==> src/rtl/wt_store_coalesce_buf.sv <==
// Write-through store coalescing buffer: word stores merge into line-sized entries,
// which drain in allocation order once aged out, fully written, flushed, or the buffer fills.

module wt_store_coalesce_entry #(
    parameter int LA_W   = 28,
    parameter int LINE_W = 128,
    parameter int AGE_W  = 3,
    parameter int TH     = 4
) (
    input  logic                clk_i,
    input  logic                rst_i,
    input  logic                alloc,
    input  logic                merge,
    input  logic                free,
    input  logic [LA_W-1:0]     wr_line,
    input  logic [LINE_W-1:0]   wr_data,
    input  logic [LINE_W/8-1:0] wr_be,
    output logic                valid,
    output logic [LA_W-1:0]     line,
    output logic [LINE_W-1:0]   data,
    output logic [LINE_W/8-1:0] be,
    output logic                age_sat
);
    logic [AGE_W-1:0] age;

    assign age_sat = (age == AGE_W'(TH));

    always_ff @(posedge clk_i) begin
        if (rst_i) begin
            valid <= 1'b0;
            line  <= '0;
            data  <= '0;
            be    <= '0;
            age   <= '0;
        end else if (alloc) begin
            valid <= 1'b1;
            line  <= wr_line;
            be    <= wr_be;
            age   <= '0;
            for (int b = 0; b < LINE_W/8; b++)
                data[b*8 +: 8] <= wr_be[b] ? wr_data[b*8 +: 8] : 8'h00;
        end else if (merge) begin
            be  <= be | wr_be;
            age <= '0;
            for (int b = 0; b < LINE_W/8; b++)
                if (wr_be[b]) data[b*8 +: 8] <= wr_data[b*8 +: 8];
        end else if (free) begin
            valid <= 1'b0;
            age   <= '0;
        end else if (valid && !age_sat) begin
            age <= age + AGE_W'(1);
        end
    end
endmodule

module wt_store_coalesce_buf #(
    parameter int DEPTH  = 4,
    parameter int ADDR_W = 32,
    parameter int DATA_W = 32,
    parameter int LINE_W = 128,
    parameter int TH     = 4
) (
    input  logic                clk_i,
    input  logic                rst_i,
    input  logic                in_valid_i,
    output logic                in_ready_o,
    input  logic [ADDR_W-1:0]   in_addr_i,
    input  logic [DATA_W-1:0]   in_data_i,
    input  logic [DATA_W/8-1:0] in_be_i,
    output logic                out_valid_o,
    input  logic                out_ready_i,
    output logic [ADDR_W-1:0]   out_addr_o,
    output logic [LINE_W-1:0]   out_data_o,
    output logic [LINE_W/8-1:0] out_be_o,
    input  logic                flush_i,
    output logic                empty_o,
    input  logic [ADDR_W-1:0]   chk_addr_i,
    output logic                chk_hit_o
);
    localparam int BE_W   = DATA_W / 8;
    localparam int LBE_W  = LINE_W / 8;
    localparam int LANES  = LINE_W / DATA_W;
    localparam int OFF_W  = $clog2(LBE_W);
    localparam int WOFF_W = $clog2(BE_W);
    localparam int LANE_W = (LANES > 1) ? $clog2(LANES) : 1;
    localparam int LA_W   = ADDR_W - OFF_W;
    localparam int AGE_W  = (TH > 0) ? $clog2(TH + 1) : 1;
    localparam int IDX_W  = (DEPTH > 1) ? $clog2(DEPTH) : 1;
    localparam int CNT_W  = $clog2(DEPTH + 1);

    typedef struct packed {
        logic [ADDR_W-1:0] addr;
        logic [DATA_W-1:0] data;
        logic [BE_W-1:0]   be;
    } st_req_t;

    st_req_t           req;
    logic [LA_W-1:0]   req_line;
    logic [LANE_W-1:0] req_lane;
    logic [LINE_W-1:0] wr_data;
    logic [LBE_W-1:0]  wr_be;

    assign req      = '{addr: in_addr_i, data: in_data_i, be: in_be_i};
    assign req_line = LA_W'(req.addr >> OFF_W);
    assign req_lane = LANE_W'(req.addr[OFF_W-1:0] >> WOFF_W);
    assign wr_data  = {LANES{req.data}};
    assign wr_be    = LBE_W'(req.be) << {req_lane, {WOFF_W{1'b0}}};

    logic [DEPTH-1:0]             e_valid, e_sat;
    logic [DEPTH-1:0][LA_W-1:0]   e_line;
    logic [DEPTH-1:0][LINE_W-1:0] e_data;
    logic [DEPTH-1:0][LBE_W-1:0]  e_be;

    // ord[0] is always the oldest valid entry; cnt entries of ord are live
    logic [DEPTH-1:0][IDX_W-1:0]  ord, ord_n;
    logic [CNT_W-1:0]             cnt, cnt_n;
    logic [IDX_W-1:0]             head, m_idx, a_idx;
    logic                         flush_pend, head_elig, m_hit, a_ok, accept, fire;

    assign head      = ord[0];
    assign head_elig = e_valid[head] &&
                       (e_sat[head] || (&e_be[head]) || flush_pend || (&e_valid));
    assign fire      = head_elig && out_ready_i;
    assign accept    = in_valid_i && in_ready_o;

    assign out_valid_o = head_elig;
    assign out_addr_o  = {e_line[head], {OFF_W{1'b0}}};
    assign out_data_o  = e_data[head];
    assign out_be_o    = e_be[head];
    assign empty_o     = ~|e_valid;
    assign in_ready_o  = !flush_pend && (m_hit || a_ok);

    // A head that is already presenting is frozen, so it is never a merge target
    always_comb begin
        m_hit     = 1'b0;
        m_idx     = '0;
        a_ok      = 1'b0;
        a_idx     = '0;
        chk_hit_o = 1'b0;
        for (int i = DEPTH - 1; i >= 0; i--) begin
            if (e_valid[i] && e_line[i] == req_line && !(head_elig && head == IDX_W'(i))) begin
                m_hit = 1'b1;
                m_idx = IDX_W'(i);
            end
            if (!e_valid[i]) begin
                a_ok  = 1'b1;
                a_idx = IDX_W'(i);
            end
            if (e_valid[i] && ADDR_W'(e_line[i]) == (chk_addr_i >> OFF_W))
                chk_hit_o = 1'b1;
        end
    end

    for (genvar i = 0; i < DEPTH; i++) begin : g_ent
        wt_store_coalesce_entry #(
            .LA_W(LA_W), .LINE_W(LINE_W), .AGE_W(AGE_W), .TH(TH)
        ) u_ent (
            .clk_i   (clk_i),
            .rst_i   (rst_i),
            .alloc   (accept && !m_hit && a_idx == IDX_W'(i)),
            .merge   (accept && m_hit && m_idx == IDX_W'(i)),
            .free    (fire && head == IDX_W'(i)),
            .wr_line (req_line),
            .wr_data (wr_data),
            .wr_be   (wr_be),
            .valid   (e_valid[i]),
            .line    (e_line[i]),
            .data    (e_data[i]),
            .be      (e_be[i]),
            .age_sat (e_sat[i])
        );
    end

    always_comb begin
        ord_n = ord;
        cnt_n = cnt;
        if (fire) begin
            for (int k = 0; k < DEPTH - 1; k++) ord_n[k] = ord[k+1];
            cnt_n = cnt - CNT_W'(1);
        end
        if (accept && !m_hit) begin
            for (int k = 0; k < DEPTH; k++)
                if (CNT_W'(k) == cnt_n) ord_n[k] = a_idx;
            cnt_n = cnt_n + CNT_W'(1);
        end
    end

    always_ff @(posedge clk_i) begin
        if (rst_i) begin
            ord        <= '0;
            cnt        <= '0;
            flush_pend <= 1'b0;
        end else begin
            ord        <= ord_n;
            cnt        <= cnt_n;
            flush_pend <= (flush_pend || (flush_i && !empty_o)) && (cnt_n != '0);
        end
    end
endmodule

==> config.mk <==
export PLATFORM = sky130hd
export DESIGN_NAME = wt_store_coalesce_buf
export DESIGN_NICKNAME = d
export VERILOG_FILES = /design/src/rtl/wt_store_coalesce_buf.sv
export SDC_FILE = /design/constraint.sdc
export NUM_CORES = 2
export LEC_CHECK = 0
export ABC_CLOCK_PERIOD_IN_PS = 3250
export BUFFER_PORTS_ARGS = -buffer_cell sky130_fd_sc_hd__buf_2
export CAP_MARGIN = 25
export CORE_MARGIN = 1
export CORE_UTILIZATION = 54
export DETAILED_ROUTE_END_ITERATION = 7
export PLACE_DENSITY = 0.78
export SETUP_SLACK_MARGIN = 0.15
export SKIP_LAST_GASP = 1
export SLEW_MARGIN = 20
export SYNTH_ARGS = -nofsm -noshare
export SYNTH_HDL_FRONTEND = slang
export SYNTH_SLANG_ARGS = --single-unit
==> constraint.sdc <==
create_clock -name clk_i -period 3.25 [get_ports clk_i]
set_input_delay 0.1625 -clock clk_i [delete_from_list [all_inputs] [get_ports clk_i]]
set_output_delay 0.1625 -clock clk_i [all_outputs]
set_load 0.02 [all_outputs]
# Word-level counts from Yosys, hierarchy flattened
# Index checks and enable logic that the tools add are counted.
dict set report word_totals {
  reg_bits 716
  inputBits 105
  out_inout_bits 180
  word_cells 432
}
dict set report classes {
  add_sub_neg 6
  n_lt_le_gt_ge 1
  n_eq_ne 28
  shift 1
  mux 97
  n_bitwise 4
  reduce_logical 209
}
# cell count
set ops {}
lappend ops {{$mux W128} 9}
lappend ops {{$bmux W128 S2} 1}
lappend ops {{$mux W8} 32}
lappend ops {{$eq A28 B28 Y1} 8}
lappend ops {{$mux W16} 9}
lappend ops {{$reduce_bool A2 Y1} 72}
lappend ops {{$reduce_and A2 Y1} 69}
lappend ops {{$or A16 B16 Y16} 4}
lappend ops {{$bmux W28 S2} 1}
lappend ops {{$logic_and A1 B1 Y1} 40}
lappend ops {{$bmux W16 S2} 1}
lappend ops {{$mux W28} 1}
lappend ops {{$mux W1} 26}
lappend ops {{$mux W2} 11}
lappend ops {{$reduce_or A4 Y1} 5}
lappend ops {{$reduce_and A16 Y1} 1}
lappend ops {{$shl A4 B4 Y16} 1}
lappend ops {{$add A3 B1 Y3 const B} 5}
lappend ops {{$eq A2 B2 Y1 const B} 6}
lappend ops {{$eq A3 B3 Y1 const B} 4}
lappend ops {{$mux W6} 2}
lappend ops {{$logic_not A1 Y1} 11}
lappend ops {{$ne A2 B1 Y1 const B} 4}
lappend ops {{$eq A2 B1 Y1 const B} 3}
lappend ops {{11 further kinds} 20}

# Longest topological paths before layout
dict set report logic_depth {
  ltp_word 21
  depth_mapped 15
  ltp_nobuf 13
}

# Cells and area by module
# From an unflattened synthesis, not the netlist that was laid out.
dict set report unflattened {
  hier_cells 3169
  area_unflattened_um2 32342.3
}
# mod instances cells_each area_per_inst_um2 seq_area_each_um2
set modules_own_cells {}
lappend modules_own_cells {wt_store_coalesce_entry 4 617 6129.6 3523.4}
lappend modules_own_cells {wt_store_coalesce_buf 1 701 7823.8 240.2}

# Worst setup path before layout
# OpenSTA, ideal clock, no wires.
dict set report synth_timing {
  kind {flip-flop to flip-flop}
  startpoint {register ord (netlist bit head[0])}
  endpoint {register flush_pend}
  setup_ns 0.140
  t_arrival_ns 3.540
  t_required_ns 3.110
  path_slack_ns -0.430
  path_stages_with_launch 14
  path_buffers 3
  period_less_slack_ns 3.680
  cell_sequence {dfxtp_1 -> buf_4 -> buf_8 -> mux4_2 -> nand4_1 -> or4_4 -> a21oi_1 -> clkbuf_1 -> a21oi_1 -> ha_1 -> ha_1 -> nand2b_1 -> o41ai_1 -> a31oi_1}
}
dict set report synth_between {
  elab_chain_cells 21
  elab_cells_between_ends 42
  classes_between {1 x add/sub; 3 x eq/ne; 12 x mux; 26 x reduce/logical}
}
# element line
set synth_rtl {}
lappend synth_rtl {{start, declared} 115} ;# logic [DEPTH-1:0][IDX_W-1:0] ord, ord_n;
lappend synth_rtl {{start signal, assigned} 194} ;# ord <= ord_n;
lappend synth_rtl {{$bmux W16 S2 *} -}
lappend synth_rtl {{$mux W16 *} -}
lappend synth_rtl {{net out_be_o[8]} 74} ;# output logic [LINE_W/8-1:0] out_be_o,
lappend synth_rtl {{$reduce_and A16 Y1 *} 122} ;# (e_sat[head] || (&e_be[head]) || flush_pend || (&e_valid));
lappend synth_rtl {{$logic_or A1 B1 Y1 * (3 in a row)} 122}
lappend synth_rtl {{$logic_and A1 B1 Y1 *} 121} ;# assign head_elig = e_valid[head] &&
lappend synth_rtl {{$logic_and A1 B1 Y1} 141} ;# if (e_valid[i] && e_line[i] == req_line && !(head_elig && head == IDX_W'(i))) begin
lappend synth_rtl {{$logic_not A1 Y1} 141}
lappend synth_rtl {{$logic_and A1 B1 Y1} 141}
lappend synth_rtl {{$mux W1 (4 in a row)} 141}
lappend synth_rtl {{$logic_or A1 B1 Y1} 131} ;# assign in_ready_o = !flush_pend && (m_hit || a_ok);
lappend synth_rtl {{$logic_and A1 B1 Y1} 131}
lappend synth_rtl {{$logic_and A1 B1 Y1} 124} ;# assign accept = in_valid_i && in_ready_o;
lappend synth_rtl {{$logic_and A1 B1 Y1} 181} ;# if (accept && !m_hit) begin
lappend synth_rtl {{$mux W3 *} 181}
lappend synth_rtl {{$reduce_bool A3 Y1 *} 196} ;# flush_pend <= (flush_pend || (flush_i && !empty_o)) && (cnt_n != '0);
lappend synth_rtl {{$logic_and A1 B1 Y1 *} 196}
lappend synth_rtl {{end signal, assigned} 196}
lappend synth_rtl {{end, declared} 118} ;# logic flush_pend, head_elig, m_hit, a_ok, accept, fire;
# The timed path passes the listed nets; every way through them passes the cells marked *. The select of a mux whose other input is x is not followed.
# A chain may end at the register's enable or synchronous reset.

# Worst setup path in the final report
dict set report layout_timing {
  startpoint {register ord (netlist bit head[0])}
  endpoint {register g_ent[3].u_ent.line[16]}
}
dict set report layout_between {
  elab_chain_cells 19
  elab_cells_between_ends 37
  classes_between {3 x eq/ne; 10 x mux; 24 x reduce/logical}
}
# element line
set layout_rtl {}
lappend layout_rtl {{$bmux W16 S2} 122}
lappend layout_rtl {{$mux W16 (not written as such)} 122}
lappend layout_rtl {{$reduce_and A16 Y1} 122}
lappend layout_rtl {{$logic_or A1 B1 Y1 (3 in a row)} 122}
lappend layout_rtl {{$logic_and A1 B1 Y1} 121}
lappend layout_rtl {{$logic_and A1 B1 Y1} 141}
lappend layout_rtl {{$logic_not A1 Y1} 141}
lappend layout_rtl {{$logic_and A1 B1 Y1} 141}
lappend layout_rtl {{$mux W1 (3 in a row)} 141}
lappend layout_rtl {{$mux W1 *} 141}
lappend layout_rtl {{$logic_or A1 B1 Y1} 131}
lappend layout_rtl {{$logic_and A1 B1 Y1} 131}
lappend layout_rtl {{$logic_and A1 B1 Y1} 124}
lappend layout_rtl {{$logic_and A1 B1 Y1 * (2 in a row)} 160} ;# .alloc (accept && !m_hit && a_idx == IDX_W'(i)),
lappend layout_rtl {{end signal, assigned} 37} ;# line <= wr_line;
lappend layout_rtl {{end, declared} 19} ;# output logic [LA_W-1:0] line,
# Mark *: on every way between the ends. The rest lies on a longest branch, timed or not. The select of a mux whose other input is x is not followed.

==> results list <==
- Across the run, the number of max-cap violations was 0.
- Synthesis inferred 716 register bits.
* GRT overflow: 0
* Violations in the final reports: negative setup slack
- The die is around 250 um wide.
- The analysis attributes to cell leakage a power of roughly 16 nW.
- Net total in the final layout: 3911
- For this design, the sink count on the clock tree is 716.
* DR WL/cell: between 20 and 30 um
* Number of hold violations in the final report: 0
- The first routing iteration left ~4600 violations.
- First-pass DRT Iterations: 7
- In this run the worst path has a maximum fanout of 8.
- Worst path slowest cell: sky130_fd_sc_hd__or4_4
- The detailed router placed ~31000 vias in this run.
- Pin placement for this block handled ~290 I/O pins.
* Max-slew headroom: about 4.4%
* Start-to-end type of the worst setup path: reg2reg
- In this run the register-to-register setup slack is -0.51 ns.
- Die area: around 63000 um^2
* Critical path cell sequence: buf_12 -> mux4_2 -> nand4_1 -> or4_4 -> a211o_4 -> a2bb2oi_4 -> buf_4 -> nor4_4 -> buf_6 -> buf_12 -> buf_12 -> mux2i_2 -> nor2_1
- Asr flop ratio synth: 0%
- Fraction of final layout cells sized beyond drive strength 1: between 30% and 40%
- TritonCTS built the clock tree.
- Number of synthesized flops with an enable pin: 0
- After layout, the minimum clock period comes to ~3.8 ns.
- At the worst endpoint, the required time is roughly 3.8 ns.
* R2r startpoint: head[0]$_SDFF_PP0_
- The biggest area contributor in the post-synthesis netlist is sky130_fd_sc_hd__dfxtp_1.
- GRT Total Usage: between 30 and 40%
* Actual slew at the worst max-slew pin: around 1.4 ns
* Total of fill cells in the finished design: slightly above 4000
- Detail-routed via count per cell: roughly 6.8
- For this run, design rule violations remaining after detail routing come to 0.
- Layout Skew: roughly 0.039 ns
* Post-route worst hold slack: 0.0279 ns
* Maximum clock insertion buffer count: 3
* Count of standard-cell rows: 90
- Arrival time worst endpoint: 4.28 ns
* Root Driver: sky130_fd_sc_hd__clkbuf_16
- A synthesized cell averages just over 10 um^2.
* Clock insertion delay at the later pin of the skew report: 0.66 ns
- The count of nets left with antenna violations once routing finished came out at 0.
- Final worst-path cycle share: 116%
- Layout area overhead: 28.7%
- Top cells by count, synth: 716 x sky130_fd_sc_hd__dfxtp_1, 260 x sky130_fd_sc_hd__o32ai_1, 246 x sky130_fd_sc_hd__inv_1
- Core outline area: slightly above 60000 um^2
* Commonest register cell after synthesis: sky130_fd_sc_hd__dfxtp_1
* IO buf count: ~270
- Summing every instance area after synthesis gives approximately 33000 um^2.
- Hold Startpoint: in_data_i[15]
- Top-area cell type share of the netlist area: 42.9%
* Startpoint kind of the worst setup timing path: register
- Count of cells along the worst hold path: 3
- Largest stage delay, worst path: roughly 0.58 ns
* Max IR drop VDD: 0.000396 V
* R2R depth: 13
- Aggregate routed wire length: between 100000 and 150000 um
* Most numerous cell on the critical path: sky130_fd_sc_hd__buf_12
* Setup repair after global routing missed its margin: true
- Detailed placement finished with a half-perimeter wire length of slightly below 80000 um.
- Clock input transition at the sequential cells of the worst setup and hold paths: 0.07 ns
* Area of the multi-input gates: ~18000 um^2
* Final setup violating endpoints: 716
- Once layout is complete, the utilization of the core stands at between 70% and 80%.
- Power comes to about 21 mW.
- End of the worst hold path: g_ent[3].u_ent.data[47]$_SDFFE_PP0P_
- The first global-routing pass estimated roughly 180000 um of wire.
* Number of antenna violations at the first check in global routing: 6
- Count of final max-slew check failures: 0
- Critical path buffer and inverter count: 5
* Largest net degree at the start of global routing: 147
* Seq/Total Area, Yosys: between 40% and 50%
* Yosys synthesis warning count: 0
* Clock buffers created by TritonCTS: 75
- Counting every instance in the synthesized netlist gives between 3000 and 4000.
- Routability-driven placement finished with a final weighted congestion of 1.06.
* Final worst-path setup slack: -0.512 ns
* Height of the die: between 200 and 300 um
- FF-to-FF End: g_ent[3].u_ent.line[16]$_SDFFE_PP0P_
- Yosys attributes the largest share of cell area to sky130_fd_sc_hd__dfxtp_1 43%, sky130_fd_sc_hd__mux4_2 12%, sky130_fd_sc_hd__o32ai_1 6.8%, sky130_fd_sc_hd__a32o_1 3.8%, sky130_fd_sc_hd__o2bb2ai_1 3.6%.
- In the post-synthesis netlist, the cell with the most instances is sky130_fd_sc_hd__dfxtp_1.
- Register area: between 10000 and 15000 um^2
- Classification of the worst-slack hold path: in2reg
- Initial standard-cell utilization of the core: a little under three fifths
- Timing would allow up to between 200 and 300 MHz.
* Largest delay contributor family on the critical path: simple AND/OR/NAND/NOR gates
- The H-tree generated during clock tree synthesis spans 3 levels.
* Endpoint type of the worst setup path: register
- For this design the ratio of total power to cell area is between 400 and 500 nW/um^2.
- Netlist cell types: 70
* Number of global-route vias before repair: 29900
- The run finished, with violations left.
## placed cells by master (no fill, tap or decap), drive strengths merged, types with 43 or more instances in the layout
master       instances
nand4               49
a32o               128
xnor2              129
nor2               129
clkbuf             120
xor2               101
dfxtp              716
nand2b              86
mux4               173
o21ai               59
inv                250
a21oi               85
nand2              217
nor4                43
mux2i               89
dlygate4sd3         55
o2bb2ai            139
buf                722
o32ai              260
## flip-flops by register name, summed over array words and instances (netlist names)
| name | count |
|---|---|
| g_ent.u_ent.data | 512 |
| ord | 6 |
| g_ent.u_ent.valid | 4 |
| g_ent.u_ent.line | 112 |
| g_ent.u_ent.age | 12 |
| cnt | 3 |
| head | 2 |
| g_ent.u_ent.be | 64 |
| flush_pend | 1 |
## cells by family after synthesis
family	count (synthesis)	synth area share, %
and+or+nand+nor	666	10.1
AOI/OAI and AO/OA	785	19.3
adders and majority gates	14	0.524
other	1	0.0112
muxes	271	14.6
DFF	716	42.9
xor gates and xnor gates	230	6.02
buffers and inverters	554	6.59
## worst reg2reg max path, cell delays in order (launching register included)
cell and delay [ns]:
sky130_fd_sc_hd__dfxtp_4 0.39, sky130_fd_sc_hd__buf_12 0.15, sky130_fd_sc_hd__mux4_2 0.35, sky130_fd_sc_hd__nand4_1 0.25, sky130_fd_sc_hd__or4_4 0.59, sky130_fd_sc_hd__a211o_4 0.37, sky130_fd_sc_hd__a2bb2oi_4 0.21, sky130_fd_sc_hd__buf_4 0.16
sky130_fd_sc_hd__nor4_4 0.29, sky130_fd_sc_hd__buf_6 0.24, sky130_fd_sc_hd__buf_12 0.17, sky130_fd_sc_hd__buf_12 0.17, sky130_fd_sc_hd__mux2i_2 0.24, sky130_fd_sc_hd__nor2_1 0.08
## cell type report
| class | count | area share, % |
|---|---|---|
| Timing Repair Buffer | 783 | 15.0 |
| Inverter | 246 | 2.14 |
| Antenna cell | 3 | 0.0174 |
| Tap cell | 782 | 2.27 |
| Clock inverter | 25 | 0.944 |
| Multi-Input combinational cell | 1970 | 41.0 |
| Sequential cell | 716 | 33.3 |
| Clock buffer | 114 | 5.28 |
## metal layers
metal / global-route usage, % / part of all wire [%]
met2: 58.0 / 46
met5: 0 / 0.024
met4: 20.3 / 6.8
met3: 8.05 / 12
met1: 47.3 / 36
## power by group
group	switching (mW)	internal, mW
clock	3.86	5.52
sequential	0.0931	8.88
combinational	1.74	1.13
total	5.69	15.5
## through the flow
stage	std cells	setup TNS [ns]	area [um^2]	setup WS [ns]
finish	4639	-262.13	43100	-0.512
global route	4637	-323.63	43000	-0.593
CTS	4613	-173.25	42200	-0.366
detailed placement	4384	-202.95	38300	-0.449
global placement	4384	-178.47	38300	-0.420
floorplan	3240	-68.36	33700	-0.196
## what timing repair did
item | CTS | global route
gates cloned | 6 | 7
hold endpoints to repair | 185 | 0
hold buffers | 55 | 0
setup buffers | 29 | 16
resized for setup | 43 | 106
setup endpoints to repair | 718 | 752
pin swaps | 10 | 5
## how the worst max path moves through the flow
stage / from / to / slack [ns] / depth (start not counted)
6_report: head[0]$_SDFF_PP0_ / g_ent[3].u_ent.line[16]$_SDFFE_PP0P_ / -0.51 / 13
5_1_grt: head[0]$_SDFF_PP0_ / g_ent[3].u_ent.line[10]$_SDFFE_PP0P_ / -0.59 / 13
4_1_cts: head[0]$_SDFF_PP0_ / g_ent[1].u_ent.data[101]$_SDFFE_PP0P_ / -0.37 / 15
3_5_place_dp: head[0]$_SDFF_PP0_ / g_ent[2].u_ent.data[120]$_SDFFE_PP0P_ / -0.45 / 11
3_3_place_gp: head[0]$_SDFF_PP0_ / g_ent[2].u_ent.data[124]$_SDFFE_PP0P_ / -0.42 / 13
2_1_floorplan: head[0]$_SDFF_PP0_ / g_ent[1].u_ent.line[18]$_SDFFE_PP0P_ / -0.20 / 13
No activity file was read; power rests on OpenSTA's default activity.
